## src/rtl/regfile_cmd_sequencer_if.sv

```systemverilog
// Command handshake plus register-file control/readback bundle for regfile_cmd_sequencer.
// slave = sequencer side, master = command issuer / register-file side.
interface regfile_cmd_sequencer_if;
    logic        CmdValid;
    logic        CmdReady;
    logic [2:0]  CmdOp;
    logic [2:0]  CmdDst;
    logic [2:0]  CmdSrc;
    logic [15:0] CmdData;
    logic        Done;
    logic [15:0] RespData;
    logic [15:0] RfI;
    logic [2:0]  RfOutASel;
    logic [2:0]  RfOutBSel;
    logic [2:0]  RfFunSel;
    logic [3:0]  RfRegSel;
    logic [3:0]  RfScrSel;
    logic [15:0] RfOutA;
    logic [15:0] RfOutB;

    modport slave (
        input  CmdValid, CmdOp, CmdDst, CmdSrc, CmdData, RfOutA, RfOutB,
        output CmdReady, Done, RespData, RfI, RfOutASel, RfOutBSel,
               RfFunSel, RfRegSel, RfScrSel
    );

    modport master (
        output CmdValid, CmdOp, CmdDst, CmdSrc, CmdData, RfOutA, RfOutB,
        input  CmdReady, Done, RespData, RfI, RfOutASel, RfOutBSel,
               RfFunSel, RfRegSel, RfScrSel
    );
endinterface

```

## src/rtl/regfile_cmd_sequencer.sv

```systemverilog
// Turns one handshaked command at a time into register-file control cycles
// (load/clear/inc/dec, read, move, swap); all outputs are registered.
module regfile_cmd_sequencer #(
    parameter logic [2:0] FUN_DEC  = 3'b000,
    parameter logic [2:0] FUN_INC  = 3'b001,
    parameter logic [2:0] FUN_LOAD = 3'b010,
    parameter logic [2:0] FUN_CLR  = 3'b011
) (
    input  logic                     Clock,
    input  logic                     Reset,
    regfile_cmd_sequencer_if.slave   bus
);

    localparam logic [2:0] ST_IDLE = 3'd0;
    localparam logic [2:0] ST_EXEC = 3'd1;
    localparam logic [2:0] ST_RD   = 3'd2;
    localparam logic [2:0] ST_WR1  = 3'd3;
    localparam logic [2:0] ST_WR2  = 3'd4;
    localparam logic [2:0] ST_FIN  = 3'd5;

    localparam logic [2:0] OP_NOP   = 3'd0;
    localparam logic [2:0] OP_LOAD  = 3'd1;
    localparam logic [2:0] OP_CLEAR = 3'd2;
    localparam logic [2:0] OP_INC   = 3'd3;
    localparam logic [2:0] OP_DEC   = 3'd4;
    localparam logic [2:0] OP_READ  = 3'd5;
    localparam logic [2:0] OP_MOVE  = 3'd6;
    localparam logic [2:0] OP_SWAP  = 3'd7;

    // {RegSel, ScrSel} with the single bit for index idx pulled low: R1 is bit 7, S4 is bit 0.
    function automatic logic [7:0] en_mask(input logic [2:0] idx);
        return ~(8'h80 >> idx);
    endfunction

    logic [2:0]  r_state;
    logic [2:0]  r_op;
    logic [2:0]  r_dst;
    logic [2:0]  r_src;
    logic [15:0] r_hold_b;
    logic        r_cmd_ready;
    logic        r_done;
    logic [15:0] r_resp;
    logic [15:0] r_rf_i;
    logic [2:0]  r_sel_a;
    logic [2:0]  r_sel_b;
    logic [2:0]  r_fun;
    logic [3:0]  r_reg_sel;
    logic [3:0]  r_scr_sel;

    logic        w_accept;

    assign w_accept = bus.CmdValid & r_cmd_ready;

    always_ff @(posedge Clock) begin
        if (Reset) begin
            r_state     <= ST_IDLE;
            r_op        <= OP_NOP;
            r_dst       <= '0;
            r_src       <= '0;
            r_hold_b    <= '0;
            r_cmd_ready <= 1'b1;
            r_done      <= 1'b0;
            r_resp      <= '0;
            r_rf_i      <= '0;
            r_sel_a     <= '0;
            r_sel_b     <= '0;
            r_fun       <= FUN_LOAD;
            r_reg_sel   <= '1;
            r_scr_sel   <= '1;
        end else begin
            case (r_state)
                ST_IDLE: begin
                    if (w_accept) begin
                        r_op        <= bus.CmdOp;
                        r_dst       <= bus.CmdDst;
                        r_src       <= bus.CmdSrc;
                        r_cmd_ready <= 1'b0;
                        case (bus.CmdOp)
                            OP_READ, OP_MOVE: begin
                                r_state <= ST_RD;
                                r_sel_a <= bus.CmdSrc;
                            end
                            OP_SWAP: begin
                                r_state <= ST_RD;
                                r_sel_a <= bus.CmdSrc;
                                r_sel_b <= bus.CmdDst;
                            end
                            default: begin
                                r_state <= ST_EXEC;
                                r_rf_i  <= bus.CmdData;
                                case (bus.CmdOp)
                                    OP_CLEAR: r_fun <= FUN_CLR;
                                    OP_INC:   r_fun <= FUN_INC;
                                    OP_DEC:   r_fun <= FUN_DEC;
                                    default:  r_fun <= FUN_LOAD;
                                endcase
                                if (bus.CmdOp != OP_NOP)
                                    {r_reg_sel, r_scr_sel} <= en_mask(bus.CmdDst);
                            end
                        endcase
                    end
                end

                ST_EXEC: begin
                    r_state                <= ST_FIN;
                    r_done                 <= 1'b1;
                    r_fun                  <= FUN_LOAD;
                    r_rf_i                 <= '0;
                    {r_reg_sel, r_scr_sel} <= '1;
                end

                ST_RD: begin
                    r_resp  <= bus.RfOutA;
                    r_sel_a <= '0;
                    r_sel_b <= '0;
                    if (r_op == OP_READ) begin
                        r_state <= ST_FIN;
                        r_done  <= 1'b1;
                    end else begin
                        // RfI doubles as the A-side hold register for the dst write.
                        r_state                <= ST_WR1;
                        r_rf_i                 <= bus.RfOutA;
                        r_fun                  <= FUN_LOAD;
                        {r_reg_sel, r_scr_sel} <= en_mask(r_dst);
                        if (r_op == OP_SWAP)
                            r_hold_b <= bus.RfOutB;
                    end
                end

                ST_WR1: begin
                    if (r_op == OP_SWAP) begin
                        r_state                <= ST_WR2;
                        r_rf_i                 <= r_hold_b;
                        {r_reg_sel, r_scr_sel} <= en_mask(r_src);
                    end else begin
                        r_state                <= ST_FIN;
                        r_done                 <= 1'b1;
                        r_rf_i                 <= '0;
                        {r_reg_sel, r_scr_sel} <= '1;
                    end
                end

                ST_WR2: begin
                    r_state                <= ST_FIN;
                    r_done                 <= 1'b1;
                    r_rf_i                 <= '0;
                    {r_reg_sel, r_scr_sel} <= '1;
                end

                ST_FIN: begin
                    r_state     <= ST_IDLE;
                    r_done      <= 1'b0;
                    r_cmd_ready <= 1'b1;
                end

                default: begin
                    r_state                <= ST_IDLE;
                    r_done                 <= 1'b0;
                    r_cmd_ready            <= 1'b1;
                    r_fun                  <= FUN_LOAD;
                    r_rf_i                 <= '0;
                    {r_reg_sel, r_scr_sel} <= '1;
                end
            endcase
        end
    end

    assign bus.CmdReady  = r_cmd_ready;
    assign bus.Done      = r_done;
    assign bus.RespData  = r_resp;
    assign bus.RfI       = r_rf_i;
    assign bus.RfOutASel = r_sel_a;
    assign bus.RfOutBSel = r_sel_b;
    assign bus.RfFunSel  = r_fun;
    assign bus.RfRegSel  = r_reg_sel;
    assign bus.RfScrSel  = r_scr_sel;

endmodule
```

## src/flat_wrapper.sv

```systemverilog
// flat-port wrapper written by rule: the top's interface ports become plain ports
module regfile_cmd_sequencer_flat 
#(
    parameter logic [2:0] FUN_DEC  = 3'b000,
    parameter logic [2:0] FUN_INC  = 3'b001,
    parameter logic [2:0] FUN_LOAD = 3'b010,
    parameter logic [2:0] FUN_CLR  = 3'b011
)
  (Clock, Reset, bus_CmdValid, bus_CmdOp, bus_CmdDst, bus_CmdSrc, bus_CmdData, bus_RfOutA, bus_RfOutB, bus_CmdReady, bus_Done, bus_RespData, bus_RfI, bus_RfOutASel, bus_RfOutBSel, bus_RfFunSel, bus_RfRegSel, bus_RfScrSel);
  regfile_cmd_sequencer_if bus_i ();
  input  logic Clock;
  input  logic Reset;
  input wire logic [$bits(bus_i.CmdValid)-1:0] bus_CmdValid;
  input wire logic [$bits(bus_i.CmdOp)-1:0] bus_CmdOp;
  input wire logic [$bits(bus_i.CmdDst)-1:0] bus_CmdDst;
  input wire logic [$bits(bus_i.CmdSrc)-1:0] bus_CmdSrc;
  input wire logic [$bits(bus_i.CmdData)-1:0] bus_CmdData;
  input wire logic [$bits(bus_i.RfOutA)-1:0] bus_RfOutA;
  input wire logic [$bits(bus_i.RfOutB)-1:0] bus_RfOutB;
  output wire logic [$bits(bus_i.CmdReady)-1:0] bus_CmdReady;
  output wire logic [$bits(bus_i.Done)-1:0] bus_Done;
  output wire logic [$bits(bus_i.RespData)-1:0] bus_RespData;
  output wire logic [$bits(bus_i.RfI)-1:0] bus_RfI;
  output wire logic [$bits(bus_i.RfOutASel)-1:0] bus_RfOutASel;
  output wire logic [$bits(bus_i.RfOutBSel)-1:0] bus_RfOutBSel;
  output wire logic [$bits(bus_i.RfFunSel)-1:0] bus_RfFunSel;
  output wire logic [$bits(bus_i.RfRegSel)-1:0] bus_RfRegSel;
  output wire logic [$bits(bus_i.RfScrSel)-1:0] bus_RfScrSel;
  assign bus_i.CmdValid = bus_CmdValid;
  assign bus_i.CmdOp = bus_CmdOp;
  assign bus_i.CmdDst = bus_CmdDst;
  assign bus_i.CmdSrc = bus_CmdSrc;
  assign bus_i.CmdData = bus_CmdData;
  assign bus_i.RfOutA = bus_RfOutA;
  assign bus_i.RfOutB = bus_RfOutB;
  assign bus_CmdReady = bus_i.CmdReady;
  assign bus_Done = bus_i.Done;
  assign bus_RespData = bus_i.RespData;
  assign bus_RfI = bus_i.RfI;
  assign bus_RfOutASel = bus_i.RfOutASel;
  assign bus_RfOutBSel = bus_i.RfOutBSel;
  assign bus_RfFunSel = bus_i.RfFunSel;
  assign bus_RfRegSel = bus_i.RfRegSel;
  assign bus_RfScrSel = bus_i.RfScrSel;
  regfile_cmd_sequencer #(.FUN_DEC(FUN_DEC), .FUN_INC(FUN_INC), .FUN_LOAD(FUN_LOAD), .FUN_CLR(FUN_CLR)) u_core (.Clock(Clock), .Reset(Reset), .bus(bus_i));
endmodule
```

## config.mk

```make
export PLATFORM = sky130hd
export DESIGN_NAME = regfile_cmd_sequencer_flat
export DESIGN_NICKNAME = d
export VERILOG_FILES = /design/src/rtl/regfile_cmd_sequencer_if.sv /design/src/rtl/regfile_cmd_sequencer.sv /design/src/flat_wrapper.sv
export SDC_FILE = /design/constraint.sdc
export NUM_CORES = 1
export LEC_CHECK = 0
export BUFFER_PORTS_ARGS = -buffer_cell sky130_fd_sc_hd__clkbuf_2
export CAP_MARGIN = 20
export CORE_MARGIN = 2
export CORE_UTILIZATION = 55
export CTS_CLUSTER_SIZE = 14
export DETAILED_ROUTE_END_ITERATION = 8
export GPL_TIMING_DRIVEN = 1
export PLACE_DENSITY = 0.88
export SYNTH_ARGS = -nofsm -noshare
export SYNTH_HDL_FRONTEND = slang
export SYNTH_SLANG_ARGS = --single-unit
```

## constraint.sdc

```tcl
create_clock -name Clock -period 3.8 [get_ports Clock]
set_input_delay 0.76 -clock Clock [delete_from_list [all_inputs] [get_ports Clock]]
set_output_delay 0.76 -clock Clock [all_outputs]
set_load 0.05 [all_outputs]
```

Yosys cells after proc, flatten, opt, wreduce, memory -nomap -nowiden:

Index checks and enable logic that the tools add are counted.

* register bits: 79
* latch bits: 0
* memory bits (writable): 0
* ROM bits: 0
* input bits: 60
* output and inout port bits: 51
* word-level logic and storage cells: 101
* memories kept: 0

* add/sub/neg operators: 0
* multipliers: 0
* divide/modulo/power cells: 0
* order comparisons: 0
* eq/ne operators: 21
* shift operators: 3
* muxes and demuxes: 38
* bitwise logic cells: 9
* reduce and logical (&&, ||, !) cells: 16

Operator list (count)
* 16-bit 2-to-1 mux: 4
* 16-bit one-hot mux with 4 select lines: 1
* 4-bit 2-to-1 mux: 10
* 4-bit one-hot mux with 4 select lines: 2
* 3-bit 2-to-1 mux: 9
* 3-bit == test (second input constant): 8
* 8-bit inverter: 3
* 8-bit by 3-bit >> shifter with 8-bit output (first input constant): 3
* 3-bit by 2-bit == test with 1-bit output (second input constant): 4
* 3-bit one-hot mux with 2 select lines: 2
* 3-bit one-hot mux with 4 select lines: 1
* 3-bit AND reduction: 4
* 2-bit != test (second input constant): 5
* 3-bit one-hot mux with 3 select lines: 1
* 4-bit AND reduction: 2
* 2-bit by 1-bit != test with 1-bit output (second input constant): 3
* 2-bit one-hot mux with 3 select lines: 1
* 3-bit OR reduction: 2
* 1-bit inverter: 5
* 5-bit AND reduction: 1
* 1-bit 2-to-1 mux: 4
* 1-bit one-hot mux with 4 select lines: 1
* 2-bit AND reduction: 2
* 4-bit OR reduction: 1
* 8 further kinds: 8

Depth between registers and ports, before layout:

* depth after elaboration: 6
* mapped depth: 7
* mapped depth without buffers: 4

Worst setup path before layout:

OpenSTA, ideal clock, no wires.

* path type: register to register
* start: register u_core.r_cmd_ready (netlist: u_core.bus.CmdReady)
* end: register u_core.r_fun[0] (netlist: u_core.bus.RfFunSel[0])
* setup time: 0.070 ns
* arrival time: 1.859 ns
* data required time: 3.730 ns
* path slack: 1.871 ns
* stages on the path, launching flop included: 5
* path buffers: 0
* period minus slack after synthesis: 1.929 ns
* cell sequence: dfxtp_1 nand2_1 o311a_1 or3_1 a21oi_1

* cells in the longest elaborated chain, start to end: 3

Ends and longest elaborated chain
* start, declared: RTL line regfile_cmd_sequencer.sv:40 `logic r_cmd_ready;`
* start signal, assigned: RTL line regfile_cmd_sequencer.sv:61 `r_cmd_ready <= 1'b1;`
* start signal, assigned: RTL line regfile_cmd_sequencer.sv:77 `r_cmd_ready <= 1'b0;`
* start signal, assigned: RTL line regfile_cmd_sequencer.sv:153 `r_cmd_ready <= 1'b1;`
* 1-bit AND: RTL line regfile_cmd_sequencer.sv:52 `assign w_accept = bus.CmdValid & r_cmd_ready;`
* 2-bit by 1-bit != test with 1-bit output (no source line)
* 4-bit AND reduction (no source line)
* end signal, assigned: RTL line regfile_cmd_sequencer.sv:67 `r_fun <= FUN_LOAD;`
* end signal, assigned: RTL line regfile_cmd_sequencer.sv:92 `OP_CLEAR: r_fun <= FUN_CLR;`
* end signal, assigned: RTL line regfile_cmd_sequencer.sv:93 `OP_INC: r_fun <= FUN_INC;`
* end, declared: RTL line regfile_cmd_sequencer.sv:46 `logic [2:0] r_fun;`

Every way passes these cells.
A chain may end at the register's enable or synchronous reset.

Worst setup path in the final report:

* start: register u_core.r_state[2]
* end: register u_core.r_rf_i[13] (netlist: u_core.bus.RfI[13])

* cells in the longest elaborated chain, start to end: 3
* elaborated cells on any way between the ends: 10
* those cells by class: eq/ne (6); mux (1); bitwise (1); reduce/logical (2)

Ends and longest elaborated chain
* start, declared: RTL line regfile_cmd_sequencer.sv:35 `logic [2:0] r_state;`
* start signal, assigned: RTL line regfile_cmd_sequencer.sv:56 `r_state <= ST_IDLE;`
* start signal, assigned: RTL line regfile_cmd_sequencer.sv:80 `r_state <= ST_RD;`
* start signal, assigned: RTL line regfile_cmd_sequencer.sv:84 `r_state <= ST_RD;`
* 3-bit by 2-bit == test with 1-bit output, or another cell as far along: RTL line regfile_cmd_sequencer.sv:71 `case (r_state)`
* 2-bit != test (no source line), or another cell as far along
* 4-bit AND reduction (no source line)
* end signal, assigned: RTL line regfile_cmd_sequencer.sv:90 `r_rf_i <= bus.CmdData;`
* end signal, assigned: RTL line regfile_cmd_sequencer.sv:122 `r_rf_i <= bus.RfOutA;`
* end signal, assigned: RTL line regfile_cmd_sequencer.sv:133 `r_rf_i <= r_hold_b;`
* end, declared: RTL line regfile_cmd_sequencer.sv:43 `logic [15:0] r_rf_i;`

Parallel ways exist; a longest one is shown, timed or not.

==> metrics.txt <==
status complete, no violations; Mapped Cells 412; Syn. warnings 0; Remaining DRCs 0; DR vias 3468; Resize count post-CTS 0; r2r worst-path depth 4; Overall Global Routing Usage 26.9%; Die Footprint 6960 um^2; ant diodes 0; Worst EP required 4.09 ns; worst slew pin tran 0.877 ns; fin nets 564; sequential area share after synthesis 45.0%; Num CTS Buffers 9; gr ovfl total 0; final wirelength 9260 um; CP Launch Type flop; peak supply drop 0.000522 V; final hold viol count 0; Die Wd 83.4 um; Final min period 2.24 ns; setup TNS 0 ns; die span in y 83.4 um; Final ANT Viol Nets 0; Initial Util 57.9%; post-synthesis register bit count 78; Crit Path Max Fanout 16; CTS clk-pin slew, worst paths 0.09 ns; area growth from synthesis to layout 20.1%; R2R Path End u_core.bus.RfI[13]; static leakage power 1.69 nW; Post-synth EDFFs 0; ratio of cells with drive above 1 in the final layout 27.5%; Placed Area 3980 um^2; post-CTS setup buffers 0; Synth top area share 45.0%; ys async rst share 0%; top_reg_cell synth dfxtp_1; DRT Pass-1 Iters 5; final instance area 4170 um^2; P per Cell Area 789 nW/um^2; DPL Wire Length 6600 um; GP Congestion 0.884; vias per cell 5.94; Starting DRT DRC Count 318; Post-Syn Area 3470 um^2; max-capacitance violation count 0; CTS sink cnt 78; crit path capture type flop; FF-to-FF setup slack 1.56 ns; FP Rows 28; RSZ-0062 raised after global routing false; largest cells by area after synthesis dfxtp_1 (45%), nand2_1 (10%), a21oi_1 (8.4%); Wirelength per Cell 15.9 um; Max Slew Vio Count 0; first-pass GRT wire length 15300 um; mean post-synth cell area 8.42 um^2; largest net degree at the start of global routing 60; CTS tree yes; crit share post-route 58.9%; input/output buffers 109; vias in the first global route 3260; Finish-stage setup viols 0; H-tree levels 3; initial antenna violation count 0; last element of the critical path u_core.bus.RfI[13]; Setup crit start u_core.r_state[2]; Crit path arrival time 2.52 ns; cell taking the most area after synthesis dfxtp_1; WHS Path Cells 2; Fin Clk Skew 0.0170 ns; Reg-to-Reg Start u_core.r_state[2]; Clock Root Buffer clkbuf_8; Core Box Area 5990 um^2; Clock Path Buffers 2; most common cell after layout, fill and taps aside clkbuf_2; relative slew slack 41.2%; # IOs 111; hold buffer count at CTS 0; HP Class flop to flop; Max Clk Rate 447 MHz; distinct cell type count after synthesis 47; Clock Latency Late Sink 0.36 ns; crit path kind flop to flop; commonest cells after routing, fill and taps aside clkbuf_2 (109), nand2_1 (94), dfxtp_1 (78); syn nets 472
layout make-up:
| class | count | area (um^2) |
|---|---|---|
| Tap cell | 75 | 93.8 |
| Inverter | 7 | 26.3 |
| Clock inverter | 6 | 52.6 |
| Timing Repair Buffer | 112 | 568 |
| Fill cell | 479 | 1830 |
| Sequential cell | 78 | 1560 |
| Multi-Input combinational cell | 296 | 1730 |
| Clock buffer | 10 | 138 |
worst min path at each step:
stage / start / endpoint / slack (ns)
3_5_place_dp: u_core.bus.RespData[12] / u_core.bus.RespData[12] / 0.45
3_3_place_gp: u_core.r_hold_b[7] / u_core.r_hold_b[7] / 0.44
6_report: u_core.bus.RespData[12] / u_core.bus.RespData[12] / 0.46
4_1_cts: u_core.r_hold_b[9] / u_core.r_hold_b[9] / 0.46
2_1_floorplan: u_core.r_hold_b[10] / u_core.r_hold_b[10] / 0.44
5_1_grt: u_core.bus.RespData[5] / u_core.bus.RespData[5] / 0.48
metal layers:
| layer | routed length, um | vias to the layer above | GRT usage, % |
|---|---|---|---|
| li1 | - | 1676 | - |
| met1 | 3870 | 1617 | 35.2 |
| met2 | 4420 | 157 | 42.6 |
| met3 | 809 | 18 | 6.46 |
| met4 | 162 | 0 | 11.4 |
| met5 | 0 | - | 0 |
synth_stat cells (all sizes together) (2+ instances only):
cell / number
nand3: 7
o21ai: 12
a211oi: 2
o22ai: 3
dfxtp: 78
nor4: 6
a21oi: 59
nand2b: 2
inv: 7
mux2i: 8
and3b: 2
a31oi: 13
clkbuf: 13
buf: 18
nor2b: 4
or3: 3
nor3b: 3
nor2: 18
a222oi: 16
nor3: 10
nand2: 94
o2bb2ai: 16
and4: 2
nand3b: 4
sequential cells by signal (all words and copies together) (netlist names):
register,count
u_core.bus.RfI,16
u_core.bus.RfRegSel,4
u_core.r_src,3
u_core.bus.RfFunSel,2
u_core.r_state,3
u_core.r_op,3
u_core.r_dst,3
u_core.bus.RfOutASel,3
u_core.bus.CmdReady,1
u_core.bus.RfScrSel,4
u_core.r_hold_b,16
u_core.bus.RespData,16
u_core.bus.Done,1
u_core.bus.RfOutBSel,3
worst max-delay path: stages, from the launching register on:
cell and delay [ns]:
dfxtp_1 0.49, nor3_2 0.80, o21ai_2 0.20, a21oi_4 0.49, o2bb2ai_1 0.18
cells by family after synthesis:
| family | after synthesis | synth area share, % |
|---|---|---|
| AO/OA/AOI/OAI | 127 | 24.8 |
| buffers and inverters | 38 | 5.23 |
| flip-flops | 78 | 45.0 |
| multiplexers | 8 | 2.31 |
| other | 1 | 0.108 |
| AND/OR/NAND/NOR | 160 | 22.5 |
through the flow:
stage / setup WS (ns) / cells / hold WS (ns) / total power [mW] / util, %
4_1_cts: 1.57 / 584 / 0.462 / 3.29 / 69.5
3_5_place_dp: 1.61 / 568 / 0.449 / 2.70 / 66.4
6_report: 1.56 / 584 / 0.460 / 3.28 / 69.5
3_3_place_gp: 1.61 / 568 / 0.441 / 2.67 / 66.4
2_1_floorplan: 1.87 / 412 / 0.436 / 2.36 / -
5_1_grt: 1.38 / 584 / 0.482 / 3.46 / 69.5
power by group:
part           switching (mW)  total (mW)  internal (mW)
sequential              0.163        1.16          0.994
clock                   0.328       0.594          0.265
combinational            1.10        1.53          0.430
(Power assumes the default switching activity.)
